**src/rtl/console_pkg.sv**
```systemverilog
// Shared constants and state encoding for the text console controller.
// Latency: n/a (declarations only).
// Backpressure: n/a.
package console_pkg;

  // Control codes and the printable range
  localparam logic [7:0] CH_BS    = 8'h08;
  localparam logic [7:0] CH_LF    = 8'h0A;
  localparam logic [7:0] CH_FF    = 8'h0C;
  localparam logic [7:0] CH_CR    = 8'h0D;
  localparam logic [7:0] CH_BLANK = 8'h20;
  localparam logic [7:0] CH_MIN   = 8'h20;
  localparam logic [7:0] CH_MAX   = 8'h7E;

  // FSM state encoding
  localparam logic [1:0] ENC_IDLE        = 2'd0;
  localparam logic [1:0] ENC_CLEAR       = 2'd1;
  localparam logic [1:0] ENC_SCROLL_COPY = 2'd2;
  localparam logic [1:0] ENC_SCROLL_FILL = 2'd3;

  typedef enum logic [1:0] {
    ST_IDLE        = ENC_IDLE,
    ST_CLEAR       = ENC_CLEAR,
    ST_SCROLL_COPY = ENC_SCROLL_COPY,
    ST_SCROLL_FILL = ENC_SCROLL_FILL
  } state_t;

  function automatic logic is_printable(input logic [7:0] c);
    return (c >= CH_MIN) && (c <= CH_MAX);
  endfunction

endpackage

```
**src/rtl/console_cursor.sv**
```systemverilog
// Cursor position register with command-driven update and scroll detection.
// Latency: position updates on the clock edge after a command; o_nxt_* and o_wrap_out are combinational.
// Backpressure: none; at most one command is asserted per cycle by the controller.
//
// Ports:
//   clk, rst            clock, synchronous active-low reset (cursor -> (0,0))
//   i_advance           printable char written: move one cell right, wrapping rows
//   i_newline           col=0, next row (stays on last row and flags a scroll)
//   i_cr                col=0
//   i_backspace         move one cell left, wrapping to previous row; sticks at (0,0)
//   i_home              cursor -> (0,0)
//   o_row, o_col        current cursor
//   o_nxt_row, o_nxt_col  cursor after this cycle's command
//   o_wrap_out          this cycle's command ran off the bottom row; a scroll is needed
module console_cursor #(
  parameter int COLS = 16,
  parameter int ROWS = 4
) (
  input  logic                      clk,
  input  logic                      rst,
  input  logic                      i_advance,
  input  logic                      i_newline,
  input  logic                      i_cr,
  input  logic                      i_backspace,
  input  logic                      i_home,
  output logic [$clog2(ROWS)-1:0]   o_row,
  output logic [$clog2(COLS)-1:0]   o_col,
  output logic [$clog2(ROWS)-1:0]   o_nxt_row,
  output logic [$clog2(COLS)-1:0]   o_nxt_col,
  output logic                      o_wrap_out
);

  localparam int CW = $clog2(COLS);
  localparam int RW = $clog2(ROWS);
  localparam logic [CW-1:0] COL_LAST = CW'(COLS - 1);
  localparam logic [RW-1:0] ROW_LAST = RW'(ROWS - 1);

  logic [RW-1:0] r_row;
  logic [CW-1:0] r_col;
  logic [RW-1:0] w_row_nxt;
  logic [CW-1:0] w_col_nxt;
  logic          w_wrap;

  always_comb begin
    w_row_nxt = r_row;
    w_col_nxt = r_col;
    w_wrap    = 1'b0;
    if (i_home) begin
      w_row_nxt = '0;
      w_col_nxt = '0;
    end else if (i_advance) begin
      if (r_col == COL_LAST) begin
        w_col_nxt = '0;
        // On the bottom row the row index holds; the scroll moves the text instead
        if (r_row == ROW_LAST) w_wrap = 1'b1;
        else                   w_row_nxt = r_row + RW'(1);
      end else begin
        w_col_nxt = r_col + CW'(1);
      end
    end else if (i_newline) begin
      w_col_nxt = '0;
      if (r_row == ROW_LAST) w_wrap = 1'b1;
      else                   w_row_nxt = r_row + RW'(1);
    end else if (i_cr) begin
      w_col_nxt = '0;
    end else if (i_backspace) begin
      if (r_col != '0) begin
        w_col_nxt = r_col - CW'(1);
      end else if (r_row != '0) begin
        w_row_nxt = r_row - RW'(1);
        w_col_nxt = COL_LAST;
      end
    end
  end

  always_ff @(posedge clk) begin
    if (!rst) begin
      r_row <= '0;
      r_col <= '0;
    end else begin
      r_row <= w_row_nxt;
      r_col <= w_col_nxt;
    end
  end

  assign o_row      = r_row;
  assign o_col      = r_col;
  assign o_nxt_row  = w_row_nxt;
  assign o_nxt_col  = w_col_nxt;
  assign o_wrap_out = w_wrap;

endmodule

```
**src/rtl/text_console_ctrl.sv**
```systemverilog
// Byte-stream text console: interprets chars/control codes into a ROWSxCOLS cell buffer, scrolls and clears.
// Latency: one byte per cycle in IDLE; scroll and clear each block input for 64 cycles; rd_data is 1 cycle after rd_addr.
// Backpressure: in_ready low outside IDLE and while a clear is requested or pending.
//
// Ports:
//   clk, rst                 clock, synchronous active-low reset (restarts with a full clear)
//   in_valid/in_data/in_ready  byte stream handshake
//   clear_req                single-cycle full clear request, remembered if busy
//   rd_addr/rd_data          independent registered read port, {row,col} addressing
//   cursor_row/cursor_col    current cursor
//   busy                     FSM not in IDLE
module text_console_ctrl
  import console_pkg::*;
#(
  parameter int         COLS  = 16,
  parameter int         ROWS  = 4,
  parameter logic [7:0] BLANK = 8'h20
) (
  input  logic                           clk,
  input  logic                           rst,
  input  logic                           in_valid,
  input  logic [7:0]                     in_data,
  output logic                           in_ready,
  input  logic                           clear_req,
  input  logic [$clog2(ROWS*COLS)-1:0]   rd_addr,
  output logic [7:0]                     rd_data,
  output logic [$clog2(ROWS)-1:0]        cursor_row,
  output logic [$clog2(COLS)-1:0]        cursor_col,
  output logic                           busy
);

  localparam int CW    = $clog2(COLS);
  localparam int RW    = $clog2(ROWS);
  localparam int AW    = CW + RW;
  localparam int CELLS = ROWS * COLS;
  localparam logic [AW-1:0] CELL_LAST = AW'(CELLS - 1);
  localparam logic [AW-1:0] COPY_LAST = AW'(CELLS - COLS - 1);
  localparam logic [AW-1:0] ROW_STEP  = AW'(COLS);

  state_t        r_state;
  state_t        w_state_nxt;
  logic [AW-1:0] r_cnt;
  logic [AW-1:0] w_cnt_nxt;
  logic          r_clear_pending;
  logic [7:0]    r_buf [CELLS];

  logic          w_we;
  logic [AW-1:0] w_waddr;
  logic [7:0]    w_wdata;

  logic          w_acc;
  logic          w_print;
  logic          w_nl;
  logic          w_cr;
  logic          w_bs;
  logic          w_ff;
  logic          w_home;
  logic          w_wrap;
  logic [RW-1:0] w_nxt_row;
  logic [CW-1:0] w_nxt_col;

  assign in_ready = (r_state == ST_IDLE) && !clear_req && !r_clear_pending;
  assign busy     = (r_state != ST_IDLE);

  // Command decode depends only on inputs and registers, so the cursor's
  // combinational wrap flag can feed next-state logic without a loop.
  assign w_acc   = in_valid && in_ready;
  assign w_print = w_acc && is_printable(in_data);
  assign w_nl    = w_acc && (in_data == CH_LF);
  assign w_cr    = w_acc && (in_data == CH_CR);
  assign w_bs    = w_acc && (in_data == CH_BS);
  assign w_ff    = w_acc && (in_data == CH_FF);
  assign w_home  = (r_state == ST_CLEAR) && (r_cnt == CELL_LAST);

  console_cursor #(
    .COLS (COLS),
    .ROWS (ROWS)
  ) u_cursor (
    .clk         (clk),
    .rst         (rst),
    .i_advance   (w_print),
    .i_newline   (w_nl),
    .i_cr        (w_cr),
    .i_backspace (w_bs),
    .i_home      (w_home),
    .o_row       (cursor_row),
    .o_col       (cursor_col),
    .o_nxt_row   (w_nxt_row),
    .o_nxt_col   (w_nxt_col),
    .o_wrap_out  (w_wrap)
  );

  // Next state and the single buffer write port. r_cnt is 0 whenever IDLE is
  // entered (every sequence ends on the last cell and wraps), so it can serve
  // as the cell index for clear, copy and fill alike.
  always_comb begin
    w_state_nxt = r_state;
    w_cnt_nxt   = r_cnt;
    w_we        = 1'b0;
    w_waddr     = r_cnt;
    w_wdata     = BLANK;
    case (r_state)
      ST_IDLE: begin
        w_cnt_nxt = '0;
        if (clear_req || r_clear_pending || w_ff) begin
          w_state_nxt = ST_CLEAR;
        end else if (w_wrap) begin
          w_state_nxt = ST_SCROLL_COPY;
        end
        if (w_print) begin
          w_we    = 1'b1;
          w_waddr = {cursor_row, cursor_col};
          w_wdata = in_data;
        end else if (w_bs) begin
          // Blank lands at the post-move position, including a stuck (0,0)
          w_we    = 1'b1;
          w_waddr = {w_nxt_row, w_nxt_col};
        end
      end
      ST_CLEAR: begin
        w_we      = 1'b1;
        w_cnt_nxt = r_cnt + AW'(1);
        if (r_cnt == CELL_LAST) w_state_nxt = ST_IDLE;
      end
      ST_SCROLL_COPY: begin
        w_we      = 1'b1;
        w_wdata   = r_buf[r_cnt + ROW_STEP];
        w_cnt_nxt = r_cnt + AW'(1);
        if (r_cnt == COPY_LAST) w_state_nxt = ST_SCROLL_FILL;
      end
      ST_SCROLL_FILL: begin
        w_we      = 1'b1;
        w_cnt_nxt = r_cnt + AW'(1);
        if (r_cnt == CELL_LAST) w_state_nxt = ST_IDLE;
      end
      default: begin
        w_state_nxt = ST_CLEAR;
        w_cnt_nxt   = '0;
      end
    endcase
  end

  always_ff @(posedge clk) begin
    if (!rst) begin
      r_state         <= ST_CLEAR;
      r_cnt           <= '0;
      r_clear_pending <= 1'b0;
      rd_data         <= BLANK;
    end else begin
      r_state <= w_state_nxt;
      r_cnt   <= w_cnt_nxt;
      rd_data <= r_buf[rd_addr];
      // The pending flag is consumed on the IDLE cycle that launches the clear,
      // so a request landing during any clear still queues one more full clear.
      if (clear_req && (r_state != ST_IDLE)) r_clear_pending <= 1'b1;
      else if (r_state == ST_IDLE)           r_clear_pending <= 1'b0;
    end
  end

  // Storage is deliberately not reset; the post-reset CLEAR blanks it.
  always_ff @(posedge clk) begin
    if (w_we) r_buf[w_waddr] <= w_wdata;
  end

endmodule

```
**config.mk**
```make
export PLATFORM = sky130hd
export DESIGN_NAME = text_console_ctrl
export DESIGN_NICKNAME = d
export VERILOG_FILES = /design/src/rtl/console_pkg.sv /design/src/rtl/console_cursor.sv /design/src/rtl/text_console_ctrl.sv
export SDC_FILE = /design/constraint.sdc
export NUM_CORES = 1
export LEC_CHECK = 0
export ABC_CLOCK_PERIOD_IN_PS = 12900
export BUFFER_PORTS_ARGS = -buffer_cell sky130_fd_sc_hd__buf_2
export CAP_MARGIN = 25
export CORE_MARGIN = 3
export CORE_UTILIZATION = 45
export DETAILED_ROUTE_END_ITERATION = 6
export GPL_ROUTABILITY_DRIVEN = 0
export SKIP_CTS_REPAIR_TIMING = 1
export SLEW_MARGIN = 20
export SYNTH_ARGS = -nofsm -noshare
export SYNTH_HDL_FRONTEND = slang
export SYNTH_SLANG_ARGS = --single-unit
```
**constraint.sdc**
```tcl
create_clock -name clk -period 12.9 [get_ports clk]
set_clock_uncertainty 0.15 [all_clocks]
set_input_delay 0.645 -clock clk [delete_from_list [all_inputs] [get_ports clk]]
set_output_delay 0.645 -clock clk [all_outputs]
set_load 0.005 [all_outputs]
```
==> results of run 1 <==
Yosys cell counts (9+ instances only):
cell type	count
a21oi_1	26
nor2b_1	26
buf_6	10
nand2_1	26
buf_1	23
nor2_1	17
edfxtp_1	512
a211oi_1	35
mux2i_1	39
a22oi_1	18
buf_2	28
dfxtp_1	23
clkbuf_1	44
nor3_2	28
mux4_2	288
o21ai_0	9
nor3_1	43
nand3_1	10
metrics by stage:
step	hold WS (ns)	setup WS, ns	util (%)	cell area, µm²	cells
floorplan	0.314	7.88	-	25700	1329
global placement	0.340	7.71	48.0	26800	2054
CTS	0.118	7.67	51.4	28600	2162
detailed placement	0.366	7.69	48.3	26900	2064
finish	0.156	7.77	51.5	28700	2172
global route	0.157	7.50	51.5	28700	2167
power breakdown:
part           internal [µW]  leakage [µW]  total, µW  switching (µW)
clock                    870      0.000827       1530             658
combinational           94.7       0.00315        224             129
sequential              1880       0.00539       1900            13.2
total                   2850       0.00936       3650             800
cell type report:
type	count	area, µm²
repair buffers	103	798
flip-flops and latches	535	15800
well taps	748	936
fillers	4443	27000
clock buffers	71	1490
inverters	9	35.0
clock inverters	27	214
diodes	5	12.5
multi-input cells	674	9370
cells by family (layout without fill, tap and decap cells):
logic type	after synthesis	after routing	share of synthesized area (%)
muxes	333	333	27.0
and+or+nand+nor	198	198	4.78
other	0	5	0
adders and majority gates	5	5	0.244
buffers and inverters	120	210	2.27
AOI/OAI and AO/OA	133	133	3.85
DFF	535	535	61.6
xor gates and xnor gates	5	5	0.171
worst paths after layout:
check	depth (start not counted)	to	startpoint
max	8	r_buf[52][2]$_DFFE_PP_	r_cnt[1]$_SDFF_PN0_
min	2	r_state[0]$_SDFFE_PN1P_	rst
max reg2reg	8	r_buf[52][2]$_DFFE_PP_	r_cnt[1]$_SDFF_PN0_
min reg2reg	2	r_clear_pending$_SDFFE_PN0P_	r_clear_pending$_SDFFE_PN0P_
worst reg2reg max path: stages (launching register included):
cell and delay [ns]:
dfxtp_4 0.95, buf_4 0.89, mux4_2 0.60, nor2b_1 0.14, a211oi_1 0.50, a211oi_1 0.21, a21oi_1 0.23, nand3_2 0.62
buf_4 0.53
per-layer routing:
layer | share of wire (%) | routed length [µm] | GRT usage (%) | up-vias
li1 | - | - | - | 5867
met1 | 41 | 29500 | 34.8 | 7613
met2 | 47 | 33800 | 37.7 | 713
met3 | 8.3 | 5930 | 4.64 | 116
met4 | 3.0 | 2110 | 6.83 | 0
met5 | 0 | 0 | 0 | -
flip-flops by register name, summed over array words and instances, names as in the netlist:
signal	flops
r_clear_pending	1
u_cursor.o_col	4
r_buf	512
r_cnt	6
u_cursor.o_row	2
rd_data	8
r_state	2
==> run summary, run 1 <==
Status -> finished clean
Syn Nets -> 1352
Crit path buffers/inverters -> 2
Syn_area_per_cell -> 19.3 µm²
Worst slew pin tran -> 1.07 ns
Max Cap Viol -> 0
Pleak -> 0.00936 µW
VDD IR max -> 95.5 µV
Synthesis Warnings -> 0
Top cell type's share of synthesized area -> 59.9%
Global-route wire length before repair -> 103000 µm
Final setup vio count -> 0
Cell Area, Synth -> 25700 µm²
Post-synth top area cell -> edfxtp_1
Pre-antenna DRT Iters -> 5
Initial DRC count -> 1752
Initial antenna violation count -> 1
Worst Setup Path Type -> flip-flop to flip-flop
Most frequent cells in the layout -> edfxtp_1, mux4_2, buf_4
Share of cells above drive strength 1 -> 37.9%
Worst reg2reg setup slack -> 7.77 ns
Vias in the first global route -> 14200
Synth top area cells -> edfxtp_1, mux4_2, dfxtp_1
Worst skew pair latency -> 0.61 ns
Cell Chain, Critical Path -> buf_4 > mux4_2 > nor2b_1 > a211oi_1 > a211oi_1 > a21oi_1 > nand3_2 > buf_4
GRT Residual Overflow -> 0
Port bufs -> 33
Critical Path RT -> 13.04 ns
Total track usage -> 24.1%
CTS Root Buffer Type -> clkbuf_16
CP max stage delay -> 0.95 ns
Die ar. -> 60000 µm²
Crit start category -> flip-flop
Max-slew violations -> 0
RSZ-0062 raised after global routing -> no
Slew headroom -> 28.6%
Tot Pwr -> 3650 µW
DRT Wirelength -> 71400 µm
Crit share post-route -> 39.7%
Fmax -> 195 MHz
Class of the worst hold path -> input port to flip-flop
Distinct cells, synth -> 68
Reg clk slew, reported paths -> 0.06 ns
Number of hold-slack violations in the final timing report -> 0
Largest net degree at the start of global routing -> 59
Worst setup EP type -> flip-flop
Clk sinks -> 535
Predominant post-synthesis flop cell -> edfxtp_1
Commonest non-fill, non-tap cell in the layout -> edfxtp_1
Max Root-Sink Buffers -> 3
CTS H-Tree Depth -> 2
Die Height -> 245 µm
Pwr Density -> 127 nW/µm²
Delay-heaviest family, CP -> buffers and inverters
Vias per cell -> 6.59
Via count -> 14300
Remaining DRCs -> 0
Remaining antenna violation count -> 0
Inserted Clock Buffers -> 55
DR WL/cell -> 32.9 µm
CTS tree -> yes
Setup TNS -> 0 ns
Row count -> 86
Sequential area share after synthesis -> 61.6%
Final Net Count -> 1401
# IOs -> 34
Flops & latches, synth -> 535
Final Critical Period -> 5.13 ns
Core area -> 55700 µm²
Asr flop ratio synth -> 0%
DPL Wire Length -> 45300 µm
Area Overhead vs Synth -> 11.7%
Post-synth EDFFs -> 512
Maximum net fanout on the critical path -> 57
Starting Density -> 46.1%
Slowest cell on crit path -> dfxtp_4
Gate Count Post-Synth -> 1329
Die width -> 245 µm
Arr. time, crit path -> 5.27 ns
No activity file was read; power rests on OpenSTA's default activity.
==> run 2, diff against run 1 <==
- ABC_CLOCK_PERIOD_IN_PS: 12900 -> 4200
- clock period: 12.9 -> 4.2 ns (I/O delays scaled with it)
==> run summary, run 2 (same netlist as run 1, synthesis figures left out) <==
Global-route wire length before repair -> 104000 µm (+0.84%)
Dpl cell area -> 27400 µm² (+1.9%)
CP max stage delay -> 0.64 ns (-0.31 ns)
Max reg flops -> 512 (unchanged)
VDD IR max -> 284 µV (+200%)
DPL Wire Length -> 47600 µm (+5.0%)
Die ar. -> 60000 µm² (unchanged)
Reg clk slew, reported paths -> 0.06 ns (about the same)
Critical R2R Launch -> r_state[1]$_SDFFE_PN0P_
Worst reg2reg setup slack -> 0.33 ns (-7.45 ns)
Routed met3 length -> 5980 µm (+0.84%)
Row count -> 86 (unchanged)
Commonest non-fill, non-tap cell in the layout -> edfxtp_1
DR WL/cell -> 31.8 µm (-3.1%)
Delay-heaviest family, CP -> simple AND/OR/NAND/NOR gates
CTS H-Tree Depth -> 2 (unchanged)
Share of cells above drive strength 1 -> 40.4% (+2.5 points)
Met2 WL post-DR -> 32500 µm (-3.8%)
Fin area -> 29200 µm² (+1.7%)
Crit share post-route -> 92.3% (+53 points)
Cell Chain, Critical Path -> or4_4 > clkinv_2 > o211ai_2 > nor2_4 > buf_4 > a221oi_1 > nand2b_1 > buf_4 > nor3_2
Worst skew pair latency -> 0.60 ns (about the same)
Worst Setup Path Type -> flip-flop to flip-flop
Port bufs -> 33 (unchanged)
Cell depth of the worst setup path -> 9 (+1)
RSZ-0062 raised after global routing -> no
Via count -> 14700 (+2.7%)
Slowest cell on crit path -> nor3_2
Largest Register -> r_buf
Worst slew pin tran -> 0.937 ns (-0.134 ns)
Crit start category -> flip-flop
CTS tree -> yes
WL met1 -> 30500 µm (+3.4%)
Final setup vio count -> 0 (unchanged)
Leading registers by flop count -> r_buf (512), rd_data (8), r_cnt (6)
Area Overhead vs Synth -> 13.7%
# IOs -> 34 (unchanged)
Pleak -> 0.00804 µW (-14%)
DRT Wirelength -> 71000 µm (-0.52%)
GRT Residual Overflow -> 0 (unchanged)
Number of hold-slack violations in the final timing report -> 0 (unchanged)
Status -> finished clean
Worst setup EP type -> flip-flop
Vias in the first global route -> 14600 (+2.6%)
Arr. time, crit path -> 3.95 ns (-1.32 ns)
Total track usage -> 24.0% (-0.044 points)
Crit path to -> r_buf[30][2]$_DFFE_PP_
CP most frequent cell -> buf_4
Max-slew violations -> 0 (unchanged)
Initial DRC count -> 1656 (-5.5%)
Highest metal used -> met4
Most frequent cells in the layout -> edfxtp_1, mux4_2, buf_4
Setup TNS -> 0 ns (unchanged)
Setup crit start -> r_state[1]$_SDFFE_PN0P_
Inserted Clock Buffers -> 54 (-1.8%)
Final Critical Period -> 3.87 ns (-1.25 ns)
Largest net degree at the start of global routing -> 58 (-1.7%)
Remaining DRCs -> 0 (unchanged)
Hold_ws -> 0.0158 ns (-0.140 ns)
Crit path buffers/inverters -> 3 (+1)
Core area -> 55700 µm² (unchanged)
Reg2Reg Depth -> 9 (+1)
CTS Root Buffer Type -> clkbuf_16
Slew headroom -> 37.5% (+9.0 points)
Final Net Count -> 1461 (+4.3%)
Vias per cell -> 6.59 (about the same)
Max Root-Sink Buffers -> 3 (unchanged)
Worst r2r dst -> r_buf[30][2]$_DFFE_PP_
Clk sinks -> 535 (unchanged)
Die width -> 245 µm (unchanged)
Pre-antenna DRT Iters -> 7 (+2)
Critical Path RT -> 4.28 ns (-8.76 ns)
Die Height -> 245 µm (unchanged)
Fmax -> 258 MHz (+32%)
Remaining antenna violation count -> 0 (unchanged)
Initial antenna violation count -> 1 (unchanged)
Max Cap Viol -> 0 (unchanged)
Maximum net fanout on the critical path -> 12 (-79%)
Class of the worst hold path -> input port to flip-flop
Starting Density -> 46.1% (unchanged)
Pwr Density -> 388 nW/µm² (+200%)
[run 2: power by group]
part | internal (µW) | total (µW) | leakage (µW) | switching [µW]
Clock | 2690 | 4710 | 0.000848 | 2020
Sequential | 5790 | 5830 | 0.00405 | 35.2
Combinational | 333 | 776 | 0.00315 | 443
[run 2: worst reg2reg max path, stage by stage, from the launching register on]
cell and delay, ns:
dfxtp_1 0.37, or4_4 0.58, clkinv_2 0.12, o211ai_2 0.21
nor2_4 0.35, buf_4 0.25, a221oi_1 0.13, nand2b_1 0.38
buf_4 0.32, nor3_2 0.64
[run 2: final cells by class]
| type | count | area [µm²] |
|---|---|---|
| Fill cell | 4504 | 26500 |
| Sequential cell | 535 | 15800 |
| Multi-Input combinational cell | 674 | 9340 |
| Clock buffer | 63 | 1410 |
| Timing Repair Buffer | 164 | 1320 |
| Tap cell | 748 | 936 |
| Clock inverter | 36 | 304 |
| Inverter | 9 | 35.0 |
| Antenna cell | 1 | 2.50 |
[run 2: worst min path at each step]
| stage | startpoint | end | depth (start not counted) |
|---|---|---|---|
| floorplan | rd_addr[4] | rd_data[5]$_SDFF_PN1_ | 1 |
| global placement | clear_req | r_clear_pending$_SDFFE_PN0P_ | 3 |
| detailed placement | clear_req | r_clear_pending$_SDFFE_PN0P_ | 3 |
| CTS | clear_req | r_clear_pending$_SDFFE_PN0P_ | 3 |
| global route | in_data[1] | r_state[0]$_SDFFE_PN1P_ | 4 |
| finish | in_data[1] | r_state[0]$_SDFFE_PN1P_ | 4 |
[run 2: through the flow]
step | util, % | std cells | power (µW) | worst slack [ns]
6_report | 52.4 | 2230 | 11300 | 0.325
5_1_grt | 52.4 | 2229 | 11700 | 0.138
4_1_cts | 52.3 | 2225 | 11400 | 0.248
3_5_place_dp | 49.2 | 2126 | 6720 | 0.214
3_3_place_gp | 49.2 | 2124 | 6720 | 0.238
2_1_floorplan | - | 1329 | 6440 | 0.364
[run 2: per-layer routing]
layer | up-vias | global-route usage, %
li1 | 5979 | -
met2 | 729 | 36.1
met5 | - | 0
met3 | 97 | 3.70
met4 | 0 | 6.13
met1 | 7892 | 37.1
